==> src/rtl/fir_pkg.sv <==
// Shared types and elaboration-time helpers for the serial FIR filter.
package fir_pkg;

    typedef enum logic [1:0] {
        ST_IDLE,
        ST_MAC,
        ST_ROUND
    } fir_state_e;

    // Width that holds NTAPS full-scale products without overflow.
    function automatic int acc_width(int dw, int cw, int ntaps);
        return dw + cw + $clog2(ntaps);
    endfunction

    function automatic logic [63:0] round_const(int frac);
        return 64'd1 << (frac - 1);
    endfunction

endpackage

==> src/rtl/fir_round_sat.sv <==
// Round-half-up by FRAC bits, then clip the accumulator into the DW-bit output range.
module fir_round_sat
    import fir_pkg::*;
#(
    parameter int DW   = 16,
    parameter int FRAC = 16,
    parameter int AW   = 41
) (
    input  logic signed [AW-1:0] acc_i,
    output logic signed [DW-1:0] data_o,
    output logic                 sat_o
);

    localparam logic [63:0] RC64 = round_const(FRAC);
    localparam logic [AW:0] RC   = RC64[AW:0];

    logic signed [AW:0]      sum;
    logic signed [AW:0]      shifted;
    logic        [AW-DW+1:0] hi;

    always_comb begin
        // One guard bit so adding the rounding constant can never wrap.
        sum     = {acc_i[AW-1], acc_i} + RC;
        shifted = sum >>> FRAC;
        hi      = shifted[AW:DW-1];
        sat_o   = (|hi) && !(&hi);
        if (!sat_o) begin
            data_o = shifted[DW-1:0];
        end else if (shifted[AW]) begin
            data_o = {1'b1, {(DW-1){1'b0}}};
        end else begin
            data_o = {1'b0, {(DW-1){1'b1}}};
        end
    end

endmodule

==> src/rtl/fir_serial.sv <==
// Serial FIR: one multiply-accumulate per cycle over a ring buffer of the last NTAPS samples.
//   state    | meaning
//   ST_IDLE  | ready for a sample; coefficient writes allowed
//   ST_MAC   | accumulating tap k, one tap per cycle
//   ST_ROUND | round/saturate acc into the output registers
module fir_serial
    import fir_pkg::*;
#(
    parameter int NTAPS = 32,
    parameter int DW    = 16,
    parameter int CW    = 20,
    parameter int FRAC  = 16
) (
    input  logic                       clk,
    input  logic                       rst_n,
    input  logic                       in_valid,
    output logic                       in_ready,
    input  logic signed [DW-1:0]       in_data,
    input  logic                       coef_we,
    input  logic [$clog2(NTAPS)-1:0]   coef_addr,
    input  logic signed [CW-1:0]       coef_data,
    output logic                       out_valid,
    output logic signed [DW-1:0]       out_data,
    output logic                       out_sat
);

    localparam int AW  = acc_width(DW, CW, NTAPS);
    localparam int PW  = $clog2(NTAPS);
    localparam int FW  = $clog2(NTAPS + 1);
    localparam int PRW = DW + CW;

    localparam logic [PW-1:0] LAST_K = PW'(NTAPS - 1);
    localparam logic [FW-1:0] FULL   = FW'(NTAPS);
    localparam logic [PW:0]   NT     = (PW + 1)'(NTAPS);

    fir_state_e           state_q, state_d;
    logic [PW-1:0]        k_q, k_d;
    logic [PW-1:0]        wr_ptr_q, wr_ptr_d;
    logic [FW-1:0]        fill_q, fill_d;
    logic signed [AW-1:0] acc_q, acc_d;
    logic                 out_valid_q, out_valid_d;
    logic signed [DW-1:0] out_data_q, out_data_d;
    logic                 out_sat_q, out_sat_d;

    logic signed [DW-1:0] buf_q  [NTAPS];
    logic signed [CW-1:0] coef_q [NTAPS];

    logic                 buf_we;
    logic                 coef_wr;
    logic [PW:0]          idx_wide;
    logic [PW-1:0]        tap_idx;
    logic signed [DW-1:0] x_sel;
    logic signed [CW-1:0] c_sel;
    logic signed [PRW-1:0] prod;
    logic signed [DW-1:0] rs_data;
    logic                 rs_sat;

    fir_round_sat #(
        .DW   (DW),
        .FRAC (FRAC),
        .AW   (AW)
    ) u_round_sat (
        .acc_i  (acc_q),
        .data_o (rs_data),
        .sat_o  (rs_sat)
    );

    // Tap k reads the sample k steps older than the newest one, wrapping modulo NTAPS.
    always_comb begin
        idx_wide = (wr_ptr_q >= k_q) ? {1'b0, wr_ptr_q - k_q}
                                     : {1'b0, wr_ptr_q} + NT - {1'b0, k_q};
        tap_idx  = idx_wide[PW-1:0];
        x_sel    = buf_q[tap_idx];
        c_sel    = coef_q[k_q];
        prod     = PRW'(x_sel) * PRW'(c_sel);
    end

    always_comb begin
        state_d     = state_q;
        k_d         = k_q;
        wr_ptr_d    = wr_ptr_q;
        fill_d      = fill_q;
        acc_d       = acc_q;
        out_valid_d = 1'b0;
        out_data_d  = out_data_q;
        out_sat_d   = out_sat_q;
        in_ready    = 1'b0;
        buf_we      = 1'b0;
        coef_wr     = 1'b0;
        unique case (state_q)
            ST_IDLE: begin
                in_ready = 1'b1;
                if (in_valid) begin
                    buf_we  = 1'b1;
                    acc_d   = '0;
                    k_d     = '0;
                    fill_d  = (fill_q == FULL) ? fill_q : fill_q + FW'(1);
                    state_d = ST_MAC;
                end else if (coef_we && ({1'b0, coef_addr} < NT)) begin
                    coef_wr = 1'b1;
                end
            end
            ST_MAC: begin
                acc_d = acc_q + AW'(prod);
                if (k_q == LAST_K) begin
                    state_d = ST_ROUND;
                end else begin
                    k_d = k_q + PW'(1);
                end
            end
            ST_ROUND: begin
                // Until the ring holds NTAPS real samples the result is discarded.
                if (fill_q == FULL) begin
                    out_valid_d = 1'b1;
                    out_data_d  = rs_data;
                    out_sat_d   = rs_sat;
                end
                wr_ptr_d = (wr_ptr_q == LAST_K) ? '0 : wr_ptr_q + PW'(1);
                state_d  = ST_IDLE;
            end
            default: state_d = ST_IDLE;
        endcase
    end

    always_ff @(posedge clk or negedge rst_n) begin
        if (!rst_n) begin
            state_q     <= ST_IDLE;
            k_q         <= '0;
            wr_ptr_q    <= '0;
            fill_q      <= '0;
            acc_q       <= '0;
            out_valid_q <= 1'b0;
            out_data_q  <= '0;
            out_sat_q   <= 1'b0;
        end else begin
            state_q     <= state_d;
            k_q         <= k_d;
            wr_ptr_q    <= wr_ptr_d;
            fill_q      <= fill_d;
            acc_q       <= acc_d;
            out_valid_q <= out_valid_d;
            out_data_q  <= out_data_d;
            out_sat_q   <= out_sat_d;
        end
    end

    always_ff @(posedge clk or negedge rst_n) begin
        if (!rst_n) begin
            for (int i = 0; i < NTAPS; i++) begin
                buf_q[i]  <= '0;
                coef_q[i] <= '0;
            end
        end else begin
            if (buf_we) begin
                buf_q[wr_ptr_q] <= in_data;
            end
            if (coef_wr) begin
                coef_q[coef_addr] <= coef_data;
            end
        end
    end

    assign out_valid = out_valid_q;
    assign out_data  = out_data_q;
    assign out_sat   = out_sat_q;

endmodule

==> config.mk <==
export PLATFORM = sky130hd
export DESIGN_NAME = fir_serial
export DESIGN_NICKNAME = d
export VERILOG_FILES = /design/src/rtl/fir_pkg.sv /design/src/rtl/fir_round_sat.sv /design/src/rtl/fir_serial.sv
export SDC_FILE = /design/constraint.sdc
export NUM_CORES = 2
export LEC_CHECK = 0
export BUFFER_PORTS_ARGS = -buffer_cell sky130_fd_sc_hd__buf_2
export CAP_MARGIN = 20
export CORE_MARGIN = 5
export CORE_UTILIZATION = 40
export DETAILED_ROUTE_END_ITERATION = 10
export PLACE_DENSITY = 0.62
export SYNTH_ARGS = -nofsm -noshare
export SYNTH_HDL_FRONTEND = slang
export SYNTH_HIERARCHICAL = 1
export SYNTH_SLANG_ARGS = --single-unit
==> constraint.sdc <==
create_clock -name clk -period 11.1 [get_ports clk]
set_input_delay 1.665 -clock clk [delete_from_list [all_inputs] [get_ports clk]]
set_output_delay 1.665 -clock clk [all_outputs]
set_load 0.01 [all_outputs]
# == Yosys cells after proc, flatten, opt, wreduce, memory -nomap -nowiden ==
# Cells that the tools add are included.
# classes
n_mul,1
reduce_logical,13
n_lt_le_gt_ge,7
muxes,32
add_sub_neg,8
n_eq_ne,8
n_bitwise,5
# ops
op,n
640-bit bitwise mux,1
512-bit bitwise mux,1
20-bit binary-select mux with 5-bit select,1
20-bit demux with 5-bit select,1
41-bit case mux with 2 select lines,1
16-bit binary-select mux with 5-bit select,1
16-bit demux with 5-bit select,1
16-bit 2-to-1 mux,5
20-bit 2-to-1 mux,3
"41-bit by 17-bit adder with 42-bit output, second input constant",1
41-bit by 36-bit adder with 41-bit output,1
41-bit 2-to-1 mux,1
16-bit by 20-bit multiplier with 36-bit output,1
"6-bit greater-or-equal comparator, second input constant",4
5-bit NOT with 6-bit output,4
5-bit 2-to-1 mux,4
"5-bit by 1-bit adder with 5-bit output, second input constant",3
"6-bit by 1-bit < comparator with 1-bit output, second input constant",2
11-bit AND reduction,1
11-bit OR reduction,1
"5-bit equality test, second input constant",2
5-bit case mux with 2 select lines,1
5-bit subtractor,2
1-bit 2-to-1 mux,8
15 further kinds,23
# totals
out_inout_bits,19
regBits,1229

# == Logic depth before layout (Yosys ltp) ==
# logic_depth
depth_word,10
mapped_depth,36
mapped_depth_nobuf,31

# == Hierarchy ==
# The synthesis kept the hierarchy.
# by_module_without_submodules
module,area_each_um2,instances,seq_area_each_um2,cells_each
fir_serial,69270.2,1,30754.5,4853
fir_round_sat,828.3,1,0.0,127

# == Worst setup path before layout ==
# OpenSTA, ideal clock, no wires.
# synth_path
path_type,register -> register
start,register k_q[1]
end,register acc_q[38]
synth_period_minus_slack_ns,9.506
path_stages_with_launch,34
path_slack_ns,1.594
arrival_ns,9.376
path_buffers,8
required_ns,10.970
cell_sequence,dfrtp_1 > buf_2 > buf_2 > buf_1 > buf_2 > inv_1 > fa_1 > buf_2 > clkbuf_1 > buf_2 > mux4_2 > mux4_2 > mux2i_1 > clkbuf_1 > or2_2 > inv_1 > fa_1 > fa_1 > inv_1 > fa_1 > inv_1 > fa_1 > fa_1 > inv_1 > fa_1 > inv_1 > ha_1 > and3_1 > a221oi_1 > o21ai_0 > o41ai_1 > o21ai_0 > xnor2_1 > o21ai_1
# synth_between
elab_chain_cells,9
word_cells_on_any_way,15
# synth_lines
item,line_no,rtl
"start, declared",fir_serial.sv:37,"logic [PW-1:0] k_q, k_d;"
"start signal, assigned",fir_serial.sv:137,k_q <= k_d;
5-bit subtractor (tied with other cells),fir_serial.sv:71,": {1'b0, wr_ptr_q} + NT - {1'b0, k_q};"
5-bit 2-to-1 mux,fir_serial.sv:70,"idx_wide = (wr_ptr_q >= k_q) ? {1'b0, wr_ptr_q - k_q}"
5-bit NOT with 6-bit output (not written as such),fir_serial.sv:73,x_sel = buf_q[tap_idx];
16-bit binary-select mux with 5-bit select,fir_serial.sv:73,
16-bit 2-to-1 mux (not written as such) (2 in series),fir_serial.sv:73,
16-bit by 20-bit multiplier with 36-bit output *,fir_serial.sv:75,prod = PRW'(x_sel) * PRW'(c_sel);
41-bit by 36-bit adder with 41-bit output *,fir_serial.sv:104,acc_d = acc_q + AW'(prod);
41-bit case mux with 2 select lines *,fir_serial.sv:90,unique case (state_q)
"end signal, assigned",fir_serial.sv:131,acc_q <= '0;
"end signal, assigned",fir_serial.sv:140,acc_q <= acc_d;
"end, declared",fir_serial.sv:40,"logic signed [AW-1:0] acc_q, acc_d;"
# Mark *: on every way between the ends. The rest lies on a longest branch, timed or not. The select of a mux whose other input is x is not followed.
# A chain may end at the register's enable or synchronous reset.

# == Worst setup path after layout ==
# layout_path
start,register k_q[1]
end,register acc_q[40]
# Same word-level chain as after synthesis.

==> summary.md <==
| Metric | Value |
|---|---|
| DR WL/cell | `~23 um` |
| CP max FO | `22` |
| Endpoints failing setup | `0` |
| Worst Path Arrival | `roughly 11000 ps` |
| Skew final | `~43 ps` |
| Setup CP Type | `reg2reg` |
| Library cells used by synthesis | `74` |
| Max incr delay on CP | `1170 ps` |
| Most common cell after layout, fill and taps aside | `dfrtp_1` |
| Multiplexer share of the synthesized area | `0.313` |
| Share of flip-flops with an asynchronous set or reset | `1.00` |
| Worst-Margin Slew | `1200 ps` |
| Nets | `5510` |
| Congestion Overflow GR | `0` |
| Starting Density | `0.403` |
| Clock buffer depth | `3` |
| DRC viols | `0` |
| Max Cap Viol | `0` |
| XOR/XNOR share of the synthesized area | `0.00851` |
| Tot GR Track Use | `0.191` |
| Die Ht | `429 um` |
| Reg-to-Reg End | `acc_q[40]` |
| Post-Syn Nets | `approximately 5500` |
| Peak VDD IR | `roughly 0.17 mV` |
| Via count | `40200` |
| First-pass GRT wire length | `272000 um` |
| Worst Reg-to-Reg Cells | `27` |
| Reg clk slew, reported paths | `60 ps` |
| Slowest CP cell | `fa_4` |
| Final wirelength | `173000 um` |
| Rows | `about 150` |
| Simple-Gate Fraction of Synth Area | `0.0452` |
| Mapped Cells | `4980` |
| Total power | `around 0.013 W` |
| Crit Reg-Reg Startpoint | `k_q[1]` |
| Min cycle time layout | `10090 ps` |
| Crit. End Element | `flip-flop` |
| Seq cells post-synth | `1229` |
| Dominant synthesized flop cell | `dfrtp_1` |
| CTS Hold Bufs | `0` |
| H-tree depth | `4` |
| Clock sink count | `1229` |
| Fillers | `around 16000` |
| Worst hold start | `fill_q[5]` |
| Layout cells sized above 1 | `0.423` |
| Die W | `429 um` |
| DIE AREA | `roughly 180000 um2` |
| I/O pin cnt | `64` |
| RSZ-0062 raised after global routing | `no` |
| Multi-input logic area | `36300 um2` |
| Fmax | `0.0991 GHz` |
| Status | `completed` |
| Final Max Tran Viols | `0` |
| Final period util | `0.909` |
| WP data required | `between 10000 and 15000 ps` |
| Post-Synthesis Cell Area | `70100 um2` |
| DR vias/cell | `5.44` |
| Register area share after synthesis | `0.439` |
| Reg area | `30800 um2` |
| Most frequent cells in the layout | `dfrtp_1, mux2_2, inv_1` |
| DP HPWL | `112000 um` |
| Final hold violation count | `0` |
| Worst setup SP type | `flip-flop` |
| Vias in the first global route | `43700` |
| Adder-cell share of the synthesized area | `0.132` |
| CTS buffer count | `141` |
| Rel. slew slack | `0.199` |
| Setup TNS | `0 ps` |
| Worst skew pair latency | `800 ps` |
| Hold_ws | `around 480 ps` |
| Initial antenna violation count | `11` |
| Post-synthesis compound-gate area fraction | `0.0166` |
| Ys Warns | `6` |
| Hold Crit Class | `reg2reg` |
| Syn Area/Cell | `14.1 um2` |
| Main combinational cell family by area after synthesis | `multiplexers` |
| Placer Congestion | `0.829` |
| Flop-to-flop setup slack | `1010 ps` |
| Initial drt markers | `2361` |
| Hold depth | `1` |
| Setup Fix Bufs, Post-CTS | `0` |
| CTS tree | `done` |
| CTS Root Cell | `clkbuf_16` |
| EDFF count, synth | `0` |
| Router iterations before antenna repair | `5` |
| Worst Hold Path EP | `fill_q[5]` |
| Post-CTS sizing | `0` |
| Remaining antenna violation count | `0` |
| P_leak | `37.6 nW` |
| PD cells | `173 nW/um2` |
| Port Buf Inserts | `63` |
| Area growth, synth to finish | `10.9%` |
| Pin count of the biggest net entering global routing | `193` |
| Core Box Area | `approximately 170000 um2` |
[layer usage]
metal / routed length, um / track usage
met1: 76600 / 0.262
met2: 84600 / 0.316
met3: 6630 / 0.0282
met4: 4640 / 0.0555
met5: 13 / 0
[state kept, by name (all words and copies together), names as in the netlist]
name and count:
acc_q 41, buf_q 512, coef_q 640, fill_q 6
k_q 5, out_data 16, out_sat 1, out_valid 1
state_q 2, wr_ptr_q 5
[final cells by class]
type | count | area share
multi-input cells | 2954 | 0.467
flip-flops and latches | 1229 | 0.396
clock buffers | 200 | 0.0523
well taps | 2325 | 0.0374
inverters | 429 | 0.0207
repair buffers | 200 | 0.0201
clock inverters | 40 | 0.00710
diodes | 2 | 0.0000644
[power by group]
group          switching, W  internal, W
combinational       0.00216      0.00166
sequential         0.000242      0.00479
clock               0.00194      0.00269
total               0.00434      0.00914
[worst max path at each step]
stage	startpoint	endpoint	slack (ps)	cells after the start
global route	k_q[1]	acc_q[38]	410	27
floorplan	k_q[1]	acc_q[38]	1590	33
global placement	k_q[1]	acc_q[38]	1130	28
CTS	k_q[1]	acc_q[40]	950	27
detailed placement	k_q[1]	acc_q[40]	1030	27
finish	k_q[1]	acc_q[40]	1010	27
[cells in the mapped netlist (12+ instances only)]
| cell type | n | share of area |
|---|---|---|
| dfrtp_1 | 1229 | 0.44 |
| mux2_2 | 1170 | 0.19 |
| inv_1 | 428 | 0.023 |
| fa_1 | 380 | 0.11 |
| mux4_2 | 359 | 0.12 |
| clkbuf_1 | 251 | 0.013 |
| nor2_1 | 209 | 0.011 |
| ha_1 | 130 | 0.023 |
| or2_2 | 108 | 0.0096 |
| nand2_1 | 91 | 0.0049 |
| buf_2 | 67 | 0.0048 |
| or2_1 | 55 | 0.0049 |
| o21ai_0 | 53 | 0.0038 |
| xnor2_1 | 39 | 0.0049 |
| nand3_1 | 33 | 0.0024 |
| a21oi_1 | 31 | 0.0022 |
| xor2_1 | 26 | 0.0032 |
| mux2i_1 | 24 | 0.0034 |
| a21o_1 | 20 | 0.0021 |
| buf_1 | 18 | 0.00096 |
| nor2b_1 | 17 | 0.0015 |
| buf_4 | 16 | 0.0017 |
| nor3_1 | 16 | 0.0011 |
| buf_6 | 15 | 0.0024 |
| and3_1 | 14 | 0.0012 |
| mux2i_4 | 14 | 0.0045 |
| nand4_1 | 12 | 0.0011 |
[stage by stage]
step,instances,instance area (um2),utilization,setup slack (ps)
5_1_grt,7379,77800,0.447,407
3_3_place_gp,7131,73000,0.419,1130
6_report,7379,77800,0.447,1010
3_5_place_dp,7134,73100,0.420,1030
4_1_cts,7374,77700,0.446,952
2_1_floorplan,4980,70100,-,1590
[cell families (layout without fill, tap and decap cells)]
group	count (synthesis)	in the layout
adders and majority gates	510	510
and+or+nand+nor	621	621
AOI/OAI and AO/OA	182	182
xor gates and xnor gates	66	66
buffers and inverters	797	869
DFF	1229	1229
muxes	1575	1575
other	0	2
[critical path, delay by kind of cell (launching register included)]
family	cells	cell delay [ps]
adders and majority gates	8	4840
AOI/OAI and AO/OA	5	1440
buffers and inverters	8	1260
muxes	3	1170
DFF	1	600
and+or+nand+nor	2	390
xor gates and xnor gates	1	180
No activity file was read; power rests on OpenSTA's default activity.
